==> config.mk <==
export PLATFORM = sky130hd
export DESIGN_NAME = redop_stream_reducer
export DESIGN_NICKNAME = d
export VERILOG_FILES = /design/src/rtl/redop_stream_reducer_pkg.sv /design/src/rtl/redop_beat_reduce.sv /design/src/rtl/redop_stream_reducer.sv
export SDC_FILE = /design/constraint.sdc
export NUM_CORES = 1
export LEC_CHECK = 0
export BUFFER_PORTS_ARGS = -buffer_cell sky130_fd_sc_hd__buf_2
export CORE_MARGIN = 4
export CORE_UTILIZATION = 54
export CTS_CLUSTER_SIZE = 20
export DETAILED_ROUTE_END_ITERATION = 6
export GPL_ROUTABILITY_DRIVEN = 0
export PLACE_DENSITY_LB_ADDON = 0.1
export SYNTH_ARGS = -nofsm -noshare
export SYNTH_HDL_FRONTEND = slang
export SYNTH_SLANG_ARGS = --single-unit
==> constraint.sdc <==
create_clock -name clk -period 2.4 [get_ports clk]
set_input_delay 0.24 -clock clk [delete_from_list [all_inputs] [get_ports clk]]
set_output_delay 0.24 -clock clk [all_outputs]
set_load 0.005 [all_outputs]
==> src/rtl/redop_stream_reducer_pkg.sv <==
// rtl/redop_stream_reducer_pkg.sv - opcode encodings, FSM states and result evaluation for redop_stream_reducer
package redop_stream_reducer_pkg;

    localparam logic [2:0] REDOP_AND  = 3'd0;
    localparam logic [2:0] REDOP_OR   = 3'd1;
    localparam logic [2:0] REDOP_NAND = 3'd2;
    localparam logic [2:0] REDOP_NOR  = 3'd3;
    localparam logic [2:0] REDOP_XOR  = 3'd4;
    localparam logic [2:0] REDOP_XNOR = 3'd5;

    typedef enum logic [1:0] {
        ST_IDLE  = 2'd0,
        ST_ACCUM = 2'd1,
        ST_DONE  = 2'd2
    } state_t;

    // Returns {err, bit}; illegal opcodes force the bit low.
    function automatic logic [1:0] redop_eval(input logic [2:0] op,
                                              input logic       acc_and,
                                              input logic       acc_or,
                                              input logic       acc_xor);
        logic [1:0] r;
        r = 2'b00;
        case (op)
            REDOP_AND:  r = {1'b0, acc_and};
            REDOP_OR:   r = {1'b0, acc_or};
            REDOP_NAND: r = {1'b0, ~acc_and};
            REDOP_NOR:  r = {1'b0, ~acc_or};
            REDOP_XOR:  r = {1'b0, acc_xor};
            REDOP_XNOR: r = {1'b0, ~acc_xor};
            default:    r = 2'b10;
        endcase
        return r;
    endfunction

endpackage

==> src/rtl/redop_beat_reduce.sv <==
// rtl/redop_beat_reduce.sv - combinational AND/OR/XOR reduction of a single beat
module redop_beat_reduce #(
    parameter int DATA_W = 8
) (
    input  logic [DATA_W-1:0] data,
    output logic              red_and,
    output logic              red_or,
    output logic              red_xor
);

    assign red_and = &data;
    assign red_or  = |data;
    assign red_xor = ^data;

endmodule

==> src/rtl/redop_stream_reducer.sv <==
// rtl/redop_stream_reducer.sv - multi-beat streaming bit reducer; REDOP_BEAT_COUNT_EN adds res_beats
module redop_stream_reducer
    import redop_stream_reducer_pkg::*;
#(
    parameter int DATA_W = 8,
    parameter int CNT_W  = 8
) (
    input  logic              clk,
    input  logic              reset,
    input  logic              in_valid,
    output logic              in_ready,
    input  logic [DATA_W-1:0] in_data,
    input  logic [2:0]        in_op,
    input  logic              in_last,
    output logic              res_valid,
    input  logic              res_ready,
    output logic              res_bit,
    output logic              res_err
`ifdef REDOP_BEAT_COUNT_EN
    ,
    output logic [CNT_W-1:0]  res_beats
`endif
);

    state_t     state;
    logic [2:0] op_q;
    logic       acc_and;
    logic       acc_or;
    logic       acc_xor;

    logic       beat_and;
    logic       beat_or;
    logic       beat_xor;
    logic       accept;
    logic       first;
    logic       nxt_and;
    logic       nxt_or;
    logic       nxt_xor;
    logic [2:0] op_eff;
    logic [1:0] eval;

    redop_beat_reduce #(.DATA_W(DATA_W)) u_beat_reduce (
        .data    (in_data),
        .red_and (beat_and),
        .red_or  (beat_or),
        .red_xor (beat_xor)
    );

    assign in_ready = (state != ST_DONE);
    assign accept   = in_valid & in_ready;
    assign first    = (state == ST_IDLE);

    // The first beat seeds the accumulators rather than folding into stale values.
    assign nxt_and = first ? beat_and : (acc_and & beat_and);
    assign nxt_or  = first ? beat_or  : (acc_or  | beat_or);
    assign nxt_xor = first ? beat_xor : (acc_xor ^ beat_xor);
    assign op_eff  = first ? in_op : op_q;
    assign eval    = redop_eval(op_eff, nxt_and, nxt_or, nxt_xor);

    always_ff @(posedge clk or posedge reset) begin
        if (reset) begin
            state     <= ST_IDLE;
            op_q      <= 3'd0;
            acc_and   <= 1'b0;
            acc_or    <= 1'b0;
            acc_xor   <= 1'b0;
            res_valid <= 1'b0;
            res_bit   <= 1'b0;
            res_err   <= 1'b0;
        end else begin
            case (state)
                ST_IDLE, ST_ACCUM: begin
                    if (accept) begin
                        if (first) begin
                            op_q <= in_op;
                        end
                        acc_and <= nxt_and;
                        acc_or  <= nxt_or;
                        acc_xor <= nxt_xor;
                        if (in_last) begin
                            state     <= ST_DONE;
                            res_valid <= 1'b1;
                            res_bit   <= eval[0];
                            res_err   <= eval[1];
                        end else begin
                            state <= ST_ACCUM;
                        end
                    end
                end
                ST_DONE: begin
                    if (res_ready) begin
                        state     <= ST_IDLE;
                        res_valid <= 1'b0;
                        res_bit   <= 1'b0;
                        res_err   <= 1'b0;
                    end
                end
                default: state <= ST_IDLE;
            endcase
        end
    end

`ifdef REDOP_BEAT_COUNT_EN
    logic [CNT_W-1:0] cnt_q;
    logic [CNT_W-1:0] cnt_nxt;

    assign cnt_nxt = first ? CNT_W'(1)
                   : ((cnt_q == {CNT_W{1'b1}}) ? cnt_q : cnt_q + CNT_W'(1));

    always_ff @(posedge clk or posedge reset) begin
        if (reset) begin
            cnt_q     <= '0;
            res_beats <= '0;
        end else if (accept) begin
            cnt_q <= cnt_nxt;
            if (in_last) begin
                res_beats <= cnt_nxt;
            end
        end else if (state == ST_DONE && res_ready) begin
            res_beats <= '0;
        end
    end
`endif

endmodule

**Word level (Yosys, flattened, before mapping)**

Cells that the tools add are included.

- Bits of input ports: 16
- Logic and storage cells: 55
- Register bits: 11

- Reduce and logical (&&, ||, !) cells: 10
- Bitwise gates (word level): 7
- Eq/ne operators: 11
- Muxes and demuxes: 19

Operators by type and width:

| cell | number |
|---|---|
| $pmux 2 s6 | 1 |
| $mux 1 | 10 |
| $ne 2x2->1 const B | 4 |
| $reduce_and 8->1 | 1 |
| $reduce_or 8->1 | 1 |
| $reduce_xor 8->1 | 1 |
| $eq 3x2->1 const B | 2 |
| $eq 3x3->1 const B | 2 |
| $mux 2 | 3 |
| $pmux 1 s2 | 3 |
| $pmux 2 s2 | 1 |
| $reduce_and 2->1 | 2 |
| $reduce_and 4->1 | 1 |
| $eq 3x1->1 const B | 1 |
| $logic_not 3->1 | 1 |
| $mux 3 | 1 |
| $not 1->1 | 3 |
| $and 1x1->1 | 2 |
| $eq 2x1->1 const B | 1 |
| $eq 2x2->1 const B | 1 |
| $logic_not 2->1 | 1 |
| $reduce_bool 2->1 | 1 |
| $reduce_or 2->1 | 1 |
| $or 1x1->1 | 1 |
| $xor 1x1->1 | 1 |

**Depth between registers and ports, before layout**

- Depth in word-level cells: 8
- Depth in mapped cells: 7
- Mapped depth without buffers: 7

**Modules after synthesis**

A second synthesis with hierarchy kept.

- Cells, all modules: 80
- Area, all modules: 752.0 um^2

Modules (own cells, without submodules):

| module | area each (um^2) | times used | seq. area each (um^2) | cells an instance |
|---|---|---|---|---|
| redop_stream_reducer | 580.6 | 1 | 275.3 | 59 |
| redop_beat_reduce | 171.4 | 1 | 0.0 | 21 |

**Least setup slack after synthesis**

Ideal clock, no wire load.

- Path kind: flip-flop to flip-flop
- From: register state[1]
- To: register res_bit
- Cell stages (with the launch flop): 6
- Period minus slack after synthesis: 1.478 ns
- Setup slack: 0.922 ns
- Setup time: 0.126 ns
- Path buffers: 0
- Arrival time: 1.352 ns
- Data required time: 2.274 ns
- Cells stage by stage: dfrtp_1 nor2_4 mux2i_1 mux2i_1 mux2i_1 o21ai_1

- Cells in the longest elaborated chain, start to end: 7

Ends and longest elaborated chain:

| item | RTL line | RTL |
|---|---|---|
| start, declared | redop_stream_reducer.sv:25 | `state_t state;` |
| start signal, assigned | redop_stream_reducer.sv:62 | `state <= ST_IDLE;` |
| start signal, assigned | redop_stream_reducer.sv:81 | `state <= ST_DONE;` |
| start signal, assigned | redop_stream_reducer.sv:86 | `state <= ST_ACCUM;` |
| $logic_not 2->1 | redop_stream_reducer.sv:51, redop_stream_reducer.sv:71 |  |
| $mux 3, or another cell as far along | n/a |  |
| $eq 3x3->1, or another cell as far along | redop_stream_reducer_pkg.sv:24 | `case (op)` |
| $pmux 2 s6 | redop_stream_reducer_pkg.sv:24 |  |
| $mux 1 | redop_stream_reducer.sv:80 | `if (in_last) begin` |
| $mux 1 | redop_stream_reducer.sv:73 | `if (accept) begin` |
| $pmux 1 s2 | redop_stream_reducer.sv:71 | `case (state)` |
| end signal, assigned | redop_stream_reducer.sv:83 | `res_bit <= eval[0];` |
| end, declared | redop_stream_reducer.sv:17 | `output logic res_bit,` |

Parallel ways exist; a longest one is shown, timed or not. The select of a mux whose other input is x is not followed.
A chain may end at the register's enable or synchronous reset.

**Worst setup path in the final report**

Ends and elaborated chain as after synthesis.

==> run_results.csv <==
group,metric,value,unit
placed_design,dp_hpwl,1.20,mm
min_path,min_path_type,"in -> reg",
cells_and_area,area_delta_synth_final,19.5,%
die,start_util,0.577,
clocking,cts_tree,"yes",
cells_and_area,drive_gt1_frac,0.243,
critical_path,cp-start-kind,"register",
global_routing,grt_pass1_wl,2.38,mm
synth,netlist_top_cells_area,"dfrtp_1, ha_1, mux2i_1",
placed_design,place_area,861,um^2
placed_design,dp_slack,0.776,ns
power,power.internal,405,uW
detailed_routing,drc,0,
sta,setup_ws,0.769,ns
power,p_leak,0.000470,uW
synth,yosys_register_bits,11,
critical_path,startpoint,"state[1]",
synth,synth_top_area_cell,"dfrtp_1",
clocking,cts_buffers,3,
die,std_cell_rows,13,
sta,setup_viol,0,
global_routing,grt_max_degree,12,
critical_path,required,2.56,ns
synth,syn_area_per_cell,9.38,um^2
sta,rsz0062_at_grt,"false",
power,p_switching,211,uW
clocking,h-tree-depth,1,
synth,synth_warnings,0,
critical_path,reg2reg_from,"state[1]",
cells_and_area,final_common_cell,"buf_2",
critical_path,crit_family,"multiplexers",
detailed_routing,vias,630,
critical_path,arrival,1.79,ns
critical_path,crit_slowest_cell,"dfrtp_1",
power,pwr-share-seq,0.436,
synth,synth_cell_types,25,
clocking,clk_pin_slew,0.07,ns
cells_and_area,n_antenna_cell,0,
detailed_routing,via_per_inst,5.34,
critical_path,max_stage_delay,0.46,ns
clocking,ctsRootBufferMaster,"clkbuf_4",
synth,netlist.area_leader.share,0.367,
synth,syn-instance-count,80,
sta,slew_headroom,0.711,
cells_and_area,nets,128,
clocking,cts_setup_buffers,0,
power,clockPowerShare,0.217,
clocking,cts.sinks,11,
clocking,clk_latency,0.28,ns
sta,timing.fmax,613,MHz
synth,syn_nets,104,
die,die-width,45.3,um
cells_and_area,multi_input_area,430,um^2
critical_path,path_buf_inv,0,
min_path,hold_start,"res_ready",
cells_and_area,final_area,897,um^2
synth,seq_area_frac_synth,0.367,
power,max-vdd-ir-drop,0.000392,V
detailed_routing,wl,1.48,mm
cells_and_area,layout_common_cells,"buf_2, inv_1, dfrtp_1, o21ai_0, ha_1",
die,dieArea,0.00205,mm^2
sta,tightest_slew,0.433,ns
cells_and_area,seq_area,275,um^2
outcome,status,"finished clean",
placed_design,numPortBuffers,19,
detailed_routing,wl_per_cell,12.5,um
critical_path,crit_chain,"nor2_4 > mux2i_1 > mux2i_1 > mux2i_1 > o21ai_1",
synth,async_flop_share,1.00,
cells_and_area,nFillCells,114,
die,fp.dieH,45.3,um
critical_path,cp-end-kind,"register",
synth,synth_edf_count,0,
global_routing,grt_pass1_vias,562,
flow_run,drv_cap,0,
power,cellPowerDensity,687,mW/mm^2
synth,ys.flop_type,"dfrtp_1",
sta,fin_setup_tns,0,ns
critical_path,crit_top_cell,"mux2i_1",
die,ioPinCount,20,
global_routing,grt_overflow,0,
sta,hold_viol_final,0,
detailed_routing,ant_nets,0,
sta,period_needed,1.63,ns
critical_path,path_class,"reg -> reg",
clocking,clockBufferDepth,2,
critical_path,cp_max_fo,8,
power,switching_share,0.342,
die,core-area,0.00130,mm^2
global_routing,track_usage,0.164,
synth,syn-cell-area,751,um^2
sta,clock_skew,0.00441,ns
detailed_routing,first_iter_violations,11,
detailed_routing,dr.pass1.iters,4,
sta,drv_slew,0,
power,combPwrFrac,0.347,
global_routing,grt_antenna_before_repair,0,
sta,timing.final.crit_share,0.680,
-- flip-flops by register name, indices dropped and copies added (netlist names) --
| signal | count |
|---|---|
| res_bit | 1 |
| op_q | 3 |
| state | 2 |
| acc_xor | 1 |
| res_valid | 1 |
| acc_and | 1 |
| res_err | 1 |
| acc_or | 1 |
-- area by class of cell --
type                            count  share of cell area
Sequential cell                    11               0.307
Inverter                           11              0.0460
Clock buffer                        4              0.0293
Timing Repair Buffer               20               0.117
Multi-Input combinational cell     57               0.480
Tap cell                           15              0.0209
-- synth_stat cells, drive strengths merged, types with 2 or more instances --
| cell | instances |
|---|---|
| nand2b | 2 |
| nand2 | 5 |
| ha | 8 |
| a22o | 2 |
| o21ai | 9 |
| inv | 11 |
| dfrtp | 11 |
| mux2i | 5 |
| xor2 | 2 |
| or2 | 3 |
| a21oi | 4 |
| nand4 | 2 |
| xnor2 | 3 |
| mux2 | 2 |
| nor2 | 3 |
-- what timing repair did --
item | in CTS | in global routing
resized for setup | 0 | 0
hold buffers | 1 | 0
endpoints found under the hold margin | 11 | 0
-- final timing paths --
check	endpoint	slack, ns	cells past startpoint
max	res_bit	0.77	5
min	state[1]	0.18	2
max reg2reg	res_bit	0.77	5
min reg2reg	op_q[1]	0.51	2
max in group asynchronous	state[0]	1.60	3
min in group asynchronous	acc_xor	0.50	3
-- stage by stage --
step / std cells / util / power [uW] / hold slack, ns
2_1_floorplan: 80 / - / 419 / 0.0924
4_1_cts: 118 / 0.689 / 620 / 0.179
3_3_place_gp: 113 / 0.662 / 478 / 0.248
3_5_place_dp: 113 / 0.662 / 486 / 0.258
5_1_grt: 118 / 0.689 / 655 / 0.203
6_report: 118 / 0.689 / 616 / 0.184
-- metal layers --
metal  track usage  part of all wire
met1         0.221              0.48
met2         0.240              0.43
met3        0.0398             0.076
met4        0.0877             0.020
met5             0                 0
-- power by group through the flow --
stage	logic (uW)	registers (uW)	clock network [uW]
3_5_place_dp	214	272	0
2_1_floorplan	154	265	0
5_1_grt	238	275	142
6_report	214	269	134
4_1_cts	216	268	136
3_3_place_gp	208	270	0
-- kinds of logic after synthesis --
logic type / after synthesis / share of synthesized area
AOI/OAI and AO/OA: 18 / 0.142
buffers and inverters: 12 / 0.0600
DFF: 11 / 0.367
muxes: 7 / 0.0967
adders and majority gates: 8 / 0.133
and+or+nand+nor: 19 / 0.143
xor gates and xnor gates: 5 / 0.0583
Note: power is estimated with default switching activity, not from simulation.
